`src/rtl/timer_bank.sv`:
```
// rtl/timer_bank.sv - multi-channel programmable interval timer bank on the bridge bus
// Each channel: IDLE/LOAD/COUNT/INT FSM, clock prescaler, maskable W1C pending flag.
module timer_bank #(
  parameter int          CHANNELS  = 2,
  parameter int          WIDTH     = 32,
  parameter logic [31:0] BASE_ADDR = 32'h0000_7F00
) (
  input  logic                clk,
  input  logic                reset,
  input  logic [31:0]         addr,
  input  logic [31:0]         wdata,
  input  logic [3:0]          we,
  output logic [31:0]         rdata,
  output logic [CHANNELS-1:0] irq
);
  typedef enum logic [1:0] {S_IDLE, S_LOAD, S_COUNT, S_INT} state_e;

  logic [CHANNELS-1:0][31:0] rd_ch;
  logic [1:0]                unused_addr;

  assign unused_addr = addr[1:0];

  function automatic logic [31:0] merge_bytes(input logic [31:0] old_v,
                                              input logic [31:0] new_v,
                                              input logic [3:0]  be);
    logic [31:0] r;
    r = old_v;
    for (int b = 0; b < 4; b++) begin
      if (be[b]) r[8*b +: 8] = new_v[8*b +: 8];
    end
    return r;
  endfunction

  for (genvar i = 0; i < CHANNELS; i++) begin : g_ch
    localparam logic [31:0] CH_BASE = BASE_ADDR + 32'(16 * i);

    state_e           state_q, state_d;
    logic             en_q, en_d, im_q, im_d, pend_q, pend_d, pend_set;
    logic [1:0]       mode_q, mode_d;
    logic [7:0]       presc_q, presc_d, pcnt_q, pcnt_d;
    logic [WIDTH-1:0] preset_q, preset_d, count_q, count_d;
    logic             hit, wr_ctrl, wr_preset;
    logic [31:0]      ctrl_rd;

    assign hit       = (addr[31:4] == CH_BASE[31:4]);
    assign wr_ctrl   = hit && (addr[3:2] == 2'd0) && (we != 4'd0);
    assign wr_preset = hit && (addr[3:2] == 2'd1) && (we != 4'd0);
    assign ctrl_rd   = {16'd0, presc_q, 3'd0, pend_q, im_q, mode_q, en_q};
    assign irq[i]    = pend_q & im_q;
    assign rd_ch[i]  = !hit                ? 32'd0 :
                       (addr[3:2] == 2'd0) ? ctrl_rd :
                       (addr[3:2] == 2'd1) ? 32'(preset_q) :
                       (addr[3:2] == 2'd2) ? 32'(count_q) : 32'd0;

    always_comb begin
      en_d     = en_q;
      mode_d   = mode_q;
      im_d     = im_q;
      presc_d  = presc_q;
      preset_d = preset_q;
      pend_d   = pend_q;
      state_d  = state_q;
      count_d  = count_q;
      pcnt_d   = pcnt_q;
      pend_set = 1'b0;

      // A software EN write in the same cycle overrides the one-shot self-clear
      if (state_q == S_INT && mode_q != 2'b01) en_d = 1'b0;
      if (wr_ctrl && we[0]) begin
        en_d   = wdata[0];
        mode_d = wdata[2:1];
        im_d   = wdata[3];
      end
      if (wr_ctrl && we[1]) presc_d = wdata[15:8];
      if (wr_preset) preset_d = WIDTH'(merge_bytes(32'(preset_q), wdata, we));

      case (state_q)
        S_IDLE:  if (en_d) state_d = S_LOAD;
        S_LOAD: begin
          count_d = preset_q;
          pcnt_d  = 8'd0;
          state_d = S_COUNT;
        end
        S_COUNT: begin
          if (count_q == '0) begin
            state_d  = S_INT;
            pend_set = 1'b1;
          end else if (pcnt_q == presc_q) begin
            count_d = count_q - WIDTH'(1);
            pcnt_d  = 8'd0;
          end else begin
            pcnt_d = pcnt_q + 8'd1;
          end
        end
        S_INT:   state_d = (mode_q == 2'b01) ? S_LOAD : S_IDLE;
        default: state_d = S_IDLE;
      endcase

      if (!en_d) begin
        state_d  = S_IDLE;
        count_d  = count_q;
        pcnt_d   = pcnt_q;
        pend_set = 1'b0;
      end

      // Hardware set wins over a same-cycle W1C
      if (wr_ctrl && we[0] && wdata[4]) pend_d = 1'b0;
      if (pend_set) pend_d = 1'b1;
    end

    always_ff @(posedge clk or posedge reset) begin
      if (reset) begin
        state_q  <= S_IDLE;
        en_q     <= 1'b0;
        mode_q   <= 2'b00;
        im_q     <= 1'b0;
        pend_q   <= 1'b0;
        presc_q  <= 8'd0;
        pcnt_q   <= 8'd0;
        preset_q <= '0;
        count_q  <= '0;
      end else begin
        state_q  <= state_d;
        en_q     <= en_d;
        mode_q   <= mode_d;
        im_q     <= im_d;
        pend_q   <= pend_d;
        presc_q  <= presc_d;
        pcnt_q   <= pcnt_d;
        preset_q <= preset_d;
        count_q  <= count_d;
      end
    end
  end

  always_comb begin
    rdata = 32'd0;
    for (int c = 0; c < CHANNELS; c++) rdata = rdata | rd_ch[c];
  end
endmodule

```
`config.mk`:
```
export PLATFORM = sky130hd
export DESIGN_NAME = timer_bank
export DESIGN_NICKNAME = d
export VERILOG_FILES = /design/src/rtl/timer_bank.sv
export SDC_FILE = /design/constraint.sdc
export NUM_CORES = 1
export LEC_CHECK = 0
export BUFFER_PORTS_ARGS = -buffer_cell sky130_fd_sc_hd__buf_2
export CORE_MARGIN = 5
export CORE_UTILIZATION = 60
export CTS_CLUSTER_DIAMETER = 80
export DETAILED_ROUTE_END_ITERATION = 10
export PLACE_DENSITY = 0.9
export SLEW_MARGIN = 15
export SYNTH_ARGS = -nofsm -noshare
export SYNTH_HDL_FRONTEND = slang
export SYNTH_SLANG_ARGS = --single-unit
```
`constraint.sdc`:
```
create_clock -name clk -period 13.75 [get_ports clk]
set_input_delay 0.6875 -clock clk [delete_from_list [all_inputs] [get_ports clk]]
set_output_delay 0.6875 -clock clk [all_outputs]
set_load 0.05 [all_outputs]
```
* After elaboration in Yosys (flattened, before gate mapping)
Index checks and enable logic that the tools add are counted.
** Operators by class
- Div/mod/pow operators :: 0
- Shifts and indexed selects :: 0
- $add $sub $neg :: 4
- Reductions and logical operators :: 38
- Multipliers :: 0
- Equality and inequality tests :: 22
- Multiplexer cells :: 42
- Bitwise logic cells :: 3
- $lt $le $gt $ge :: 0
** Operators by type and width (count)
- 32-bit 2-to-1 mux :: 12
- 32-bit one-hot mux with 2 select lines :: 2
- 32-bit logical NOT :: 2
- 32-bit by 1-bit subtractor with 32-bit output (second input constant) :: 2
- 28-bit by 11-bit equality test with 1-bit output (second input constant) :: 2
- 8-bit 2-to-1 mux :: 4
- 32-bit bitwise OR :: 1
- 8-bit one-hot mux with 2 select lines :: 2
- 8-bit by 1-bit adder with 8-bit output (second input constant) :: 2
- 8-bit equality test :: 2
- 1-bit logical AND :: 16
- 1-bit 2-to-1 mux :: 16
- 2-bit one-hot mux with 4 select lines :: 2
- 2-bit AND reduction :: 8
- 2-bit by 1-bit equality test with 1-bit output (second input constant) :: 5
- 2-bit equality test (second input constant) :: 5
- 2-bit 2-to-1 mux :: 4
- 2-bit inequality test (second input constant) :: 4
- 4-bit AND reduction :: 2
- 2-bit nonzero test :: 4
- 2-bit logical NOT :: 3
- 3-bit inequality test (second input constant) :: 2
- 3-bit AND reduction :: 2
- 2-bit by 1-bit inequality test with 1-bit output (second input constant) :: 2
- other kinds (2) :: 3
** Word-level totals
- Memories :: 0
- Bits of input ports :: 70
- Output and inout bits :: 34
- Word-level logic and storage cells :: 133
- Register bits after elaboration :: 174
- Bits in latches :: 0
- RAM bits :: 0
- ROM bits :: 0

* Depth between registers and ports, before layout
- Word-level depth :: 7
- Mapped depth :: 11
- Depth with buffers taken out :: 8

* Worst setup path after synthesis
Ideal clock, no wire load.
- Path kind :: input port to output port
- From :: in addr[2]
- To :: out rdata[0]
- Slack :: 10.022 ns
- Buffers on the path :: 2
- Stages on the path :: 6
- Data arrival time :: 3.041 ns
- Required time :: 13.062 ns
- Cells stage by stage :: buf_1 > clkbuf_1 > mux2i_1 > nor2_1 > a21oi_1 > a211oi_1
** On the way
- Longest elaborated chain between the ends :: 6
- Elaborated cells between the ends (all ways) :: 12
- Classes of those cells :: eq/ne (2); mux (8); bitwise (1); reduce/logical (1)
** Ends and longest elaborated chain
- from (decl) :: line 10 : input logic [31:0] addr,
- 2-bit equality test :: line 53 : (addr[3:2] == 2'd2) ? 32'(count_q) : 32'd0;
- 32-bit 2-to-1 mux :: line 53
- 32-bit 2-to-1 mux :: line 52 : (addr[3:2] == 2'd1) ? 32'(preset_q) :
- 32-bit 2-to-1 mux :: line 51 : (addr[3:2] == 2'd0) ? ctrl_rd :
- 32-bit 2-to-1 mux :: line 50 : assign rd_ch[i] = !hit ? 32'd0 :
- 32-bit bitwise OR * :: line 138 : for (int c = 0; c < CHANNELS; c++) rdata = rdata | rd_ch[c];
- to (decl) :: line 13 : output logic [31:0] rdata,
Every way passes the cells marked *; elsewhere a longest branch is shown, timed or not.

* Worst setup path in the final report
- From :: reg g_ch[0].state_q[0]
- To :: reg g_ch[0].count_q[24]
** On the way
- Longest elaborated chain between the ends :: 5
- Elaborated cells between the ends (all ways) :: 11
- Classes of those cells :: eq/ne (5); mux (3); reduce/logical (3)
** Ends and longest elaborated chain
- from (decl) :: line 37 : state_e state_q, state_d;
- from (signal assigned) :: line 123 : state_q <= state_d;
- 2-bit equality test :: line 68 : if (state_q == S_INT && mode_q != 2'b01) en_d = 1'b0;
- 1-bit logical AND :: line 68
- 1-bit 2-to-1 mux :: line 68
- 1-bit 2-to-1 mux :: line 69 : if (wr_ctrl && we[0]) begin
- 4-bit AND reduction (no line)
- to (signal assigned) :: line 131 : count_q <= count_d;
- to (decl) :: line 41 : logic [WIDTH-1:0] preset_q, preset_d, count_q, count_d;
Parallel ways exist; a longest one is shown, timed or not.
A chain may end at the register's enable or synchronous reset.

==> results.yml <==
clock_tree:
  cts_sinks: 174
  path_clk_slew_ps: 70
  cts_max_level: 4
  cts_setup_buffers: 0
  ctsResizeCount: 0
  tritoncts_clock_tree: "yes"
  cts_hold_buf: 0
  cts.path.max_buffers: 2
  cts_buffers: 17
  clock_insertion_delay_worst_skew_ps: 440
  root_buffer: "sky130_fd_sc_hd__clkbuf_16"
drt:
  detailedRoute.firstIterationViolations: 1604
  route.detailed.vias_per_inst: 7.101
  drt-total-wl_um: 32760
  wl_per_cell_um: 23.08
  vias: 10077
  drc_errors: 0
  drt_pass1_iterations: 6
  ant_nets: 0
synth:
  synthFlopType: "sky130_fd_sc_hd__dfrtp_1"
  ys_ff_latch: 174
  share_of_the_synthesized_area_in_the_top_cell_type: 0.4176
  syn_area_per_cell_sq_um: 9.293
  synthesis.area_sq_um: 10430
  synthDistinctLibCells: 67
  synth_warnings: 0
  yosys-top-cells-count: "174 x sky130_fd_sc_hd__dfrtp_1, 86 x sky130_fd_sc_hd__nor2_1, 82 x sky130_fd_sc_hd__mux2_2"
  biggest_area_contributors_in_the_synthesized_netlist: "sky130_fd_sc_hd__dfrtp_1 42%, sky130_fd_sc_hd__mux2_2 8.9%, sky130_fd_sc_hd__nor2_1 3.1%"
  count_of_flip_flops_with_a_built_in_enable_after_synthesis: 0
  postSynthNetCount: 1203
  synth.yosys.seq_area_share: 0.4176
  yosys.area.top_type: "sky130_fd_sc_hd__dfrtp_1"
  synth_async_sr_flop_share: 1.000
  synth_cells: 1122
  synth.most_common_cell: "sky130_fd_sc_hd__dfrtp_1"
setup_path:
  crit_arrival_ps: 4470
  worstPathMaxFanout: 63
  worst-setup-path-type: "flip-flop to flip-flop"
  slowest_delay_ps: 690
  critical_path_required_ps: 14120
  timing.critical_path.slowest_stage_cell: "sky130_fd_sc_hd__inv_1"
  end_kind: "flip-flop"
  startpoint_type: "flip-flop"
  cp_cell_instances: "inv_1, ha_2, buf_4, inv_1, nand2_1, o31a_1, or2_2, nor2_1, buf_4, a22o_1"
cells_and_area:
  postLayoutCoreUtil: 0.6753
  flow.area_growth_from_synthesis_pct: 11.24
  ff_latch_area_sq_um: 4354
  fraction_of_final_layout_cells_sized_beyond_drive_strength_1: 0.2111
  num-nets-final: 1262
  multi_input_logic_area_sq_um: 5655
  num_antenna_cells: 0
  fillCellCount: 1331
power_and_ir_drop:
  power_leakage_uw: 0.004977
  power_density_nw_per_um2: 90.04
  ir_drop_v: 0.00008376
placement:
  place_congestion: 0.9633
  place.detailed.hpwl_um: 22140
  port_buffers: 101
timing:
  fin_crit_ps: 4093
  grt_setup_unrepaired: "no"
  finalCritPeriodShare: 0.2977
  clock-skew-final_ps: 9.354
  setup_tns_ps: 0
  relSlewSlack: 0.2850
  final-hold-violation-count: 0
  tightest_slew_ps: 1069
  max_clock_freq_ghz: 0.2443
  setup_violations: 0
  report.final.slew_viol_count: 0
die:
  rows: 48
  floorplan.die.width_um: 141.8
  core_box_area_sq_um: 17180
  initial_utilization: 0.6070
  fp.dieArea_sq_um: 20110
  ioPinCount: 104
  floorplan.die.height_um: 141.8
global_route:
  number_of_global_route_vias_before_repair: 9550
  grt_first_pass_wirelength_um: 51850
  grt_max_degree: 93
  grt.overflow.total: 0
  grt_usage: 0.3257
  antenna_found_initial: 0
status:
  outcome: "finished clean"
worst_hold_path:
  hp-class: "primary input to async pin"
flow_run:
  max_cap_viol_count: 0
[kinds of logic after synthesis]
| group | count (synthesis) | synth area share |
|---|---|---|
| AO/OA/AOI/OAI | 371 | 0.2338 |
| XOR/XNOR | 16 | 0.01344 |
| adder cells (fa/ha/maj) | 11 | 0.01320 |
| buffers and inverters | 102 | 0.04164 |
| flip-flops | 174 | 0.4176 |
| multiplexers | 111 | 0.1164 |
| AND/OR/NAND/NOR | 337 | 0.1639 |
[stage by stage]
step / power, uW / hold slack (ps) / worst slack, ps / cell area [sq um] / cells
2_1_floorplan: 542.7 / 465.9 / 8346 / 10430 / 1122
3_3_place_gp: 564.7 / 506.7 / 9837 / 10990 / 1386
3_5_place_dp: 565.4 / 515.2 / 9811 / 10990 / 1386
4_1_cts: 1042 / 461.9 / 9867 / 11570 / 1418
5_1_grt: 1069 / 497.9 / 9597 / 11600 / 1419
6_report: 1044 / 407.4 / 9657 / 11600 / 1419
[final cells by class]
| type | count | area share |
|---|---|---|
| clock buffer | 19 | 0.03819 |
| timing repair buffer | 111 | 0.05178 |
| clock inverter | 13 | 0.01230 |
| multi-input combinational | 846 | 0.4876 |
| inverter | 31 | 0.01046 |
| tap | 225 | 0.02427 |
| sequential | 174 | 0.3754 |
[critical path, delay by kind of cell (launching register included)]
| family | cells | cell delay [ps] |
|---|---|---|
| buffers and inverters | 4 | 1470 |
| AND/OR/NAND/NOR | 3 | 1540 |
| AO/OA/AOI/OAI | 2 | 440 |
| adder cells (fa/ha/maj) | 1 | 190 |
| flip-flops | 1 | 370 |
[sequential cells by signal (all words and copies together) (netlist names)]
name           cells
g_ch.presc_q      16
g_ch.mode_q        4
g_ch.pcnt_q       16
g_ch.im_q          2
g_ch.state_q       4
g_ch.preset_q     64
g_ch.en_q          2
g_ch.pend_q        2
g_ch.count_q      64
[worst paths after layout]
kind                                     from              endpoint  slack (ps)  cells past startpoint
min in group clk                    wdata[25]  g_ch[0].preset_q[25]         490                      3
setup reg to reg           g_ch[0].state_q[0]   g_ch[0].count_q[24]        9660                     10
setup / recovery           g_ch[0].state_q[0]   g_ch[0].count_q[24]        9660                     10
hold / removal                          reset    g_ch[1].presc_q[4]         410                      2
max in group asynchronous               reset   g_ch[0].count_q[24]       12140                      4
hold reg to reg             g_ch[0].mode_q[0]     g_ch[0].mode_q[0]         530                      1
[metal layers]
layer | GRT usage | wire length, um | vias to the layer above
met5 | 0 | 0 | -
met4 | 0.1222 | 1416 | 0
met3 | 0.08595 | 4166 | 130
met2 | 0.4960 | 14530 | 796
met1 | 0.4491 | 12640 | 4763
li1 | - | - | 4388
[power by group]
group          total, uW  switching (uW)  internal (uW)
clock                487             214            273
combinational       45.9            33.1           12.8
sequential           512       0.0000102            512
total               1040             247            797
[layout by cell type (no fill, tap or decap), types with 15 or more instances in the layout]
cell                        instances
sky130_fd_sc_hd__mux2_2            82
sky130_fd_sc_hd__inv_1             28
sky130_fd_sc_hd__o21ai_0           62
sky130_fd_sc_hd__o22ai_1           35
sky130_fd_sc_hd__buf_2            101
sky130_fd_sc_hd__nor2_1            85
sky130_fd_sc_hd__mux2i_1           29
sky130_fd_sc_hd__o31ai_1           31
sky130_fd_sc_hd__a22oi_1           41
sky130_fd_sc_hd__nor4_1            15
sky130_fd_sc_hd__xnor2_1           16
sky130_fd_sc_hd__nor3_1            27
sky130_fd_sc_hd__nand3_1           50
sky130_fd_sc_hd__a31oi_1           38
sky130_fd_sc_hd__a211oi_1          34
sky130_fd_sc_hd__dfrtp_1          174
sky130_fd_sc_hd__a21oi_1           64
sky130_fd_sc_hd__nand2_1           70
sky130_fd_sc_hd__clkbuf_16         17
No activity file was read; power rests on OpenSTA's default activity.
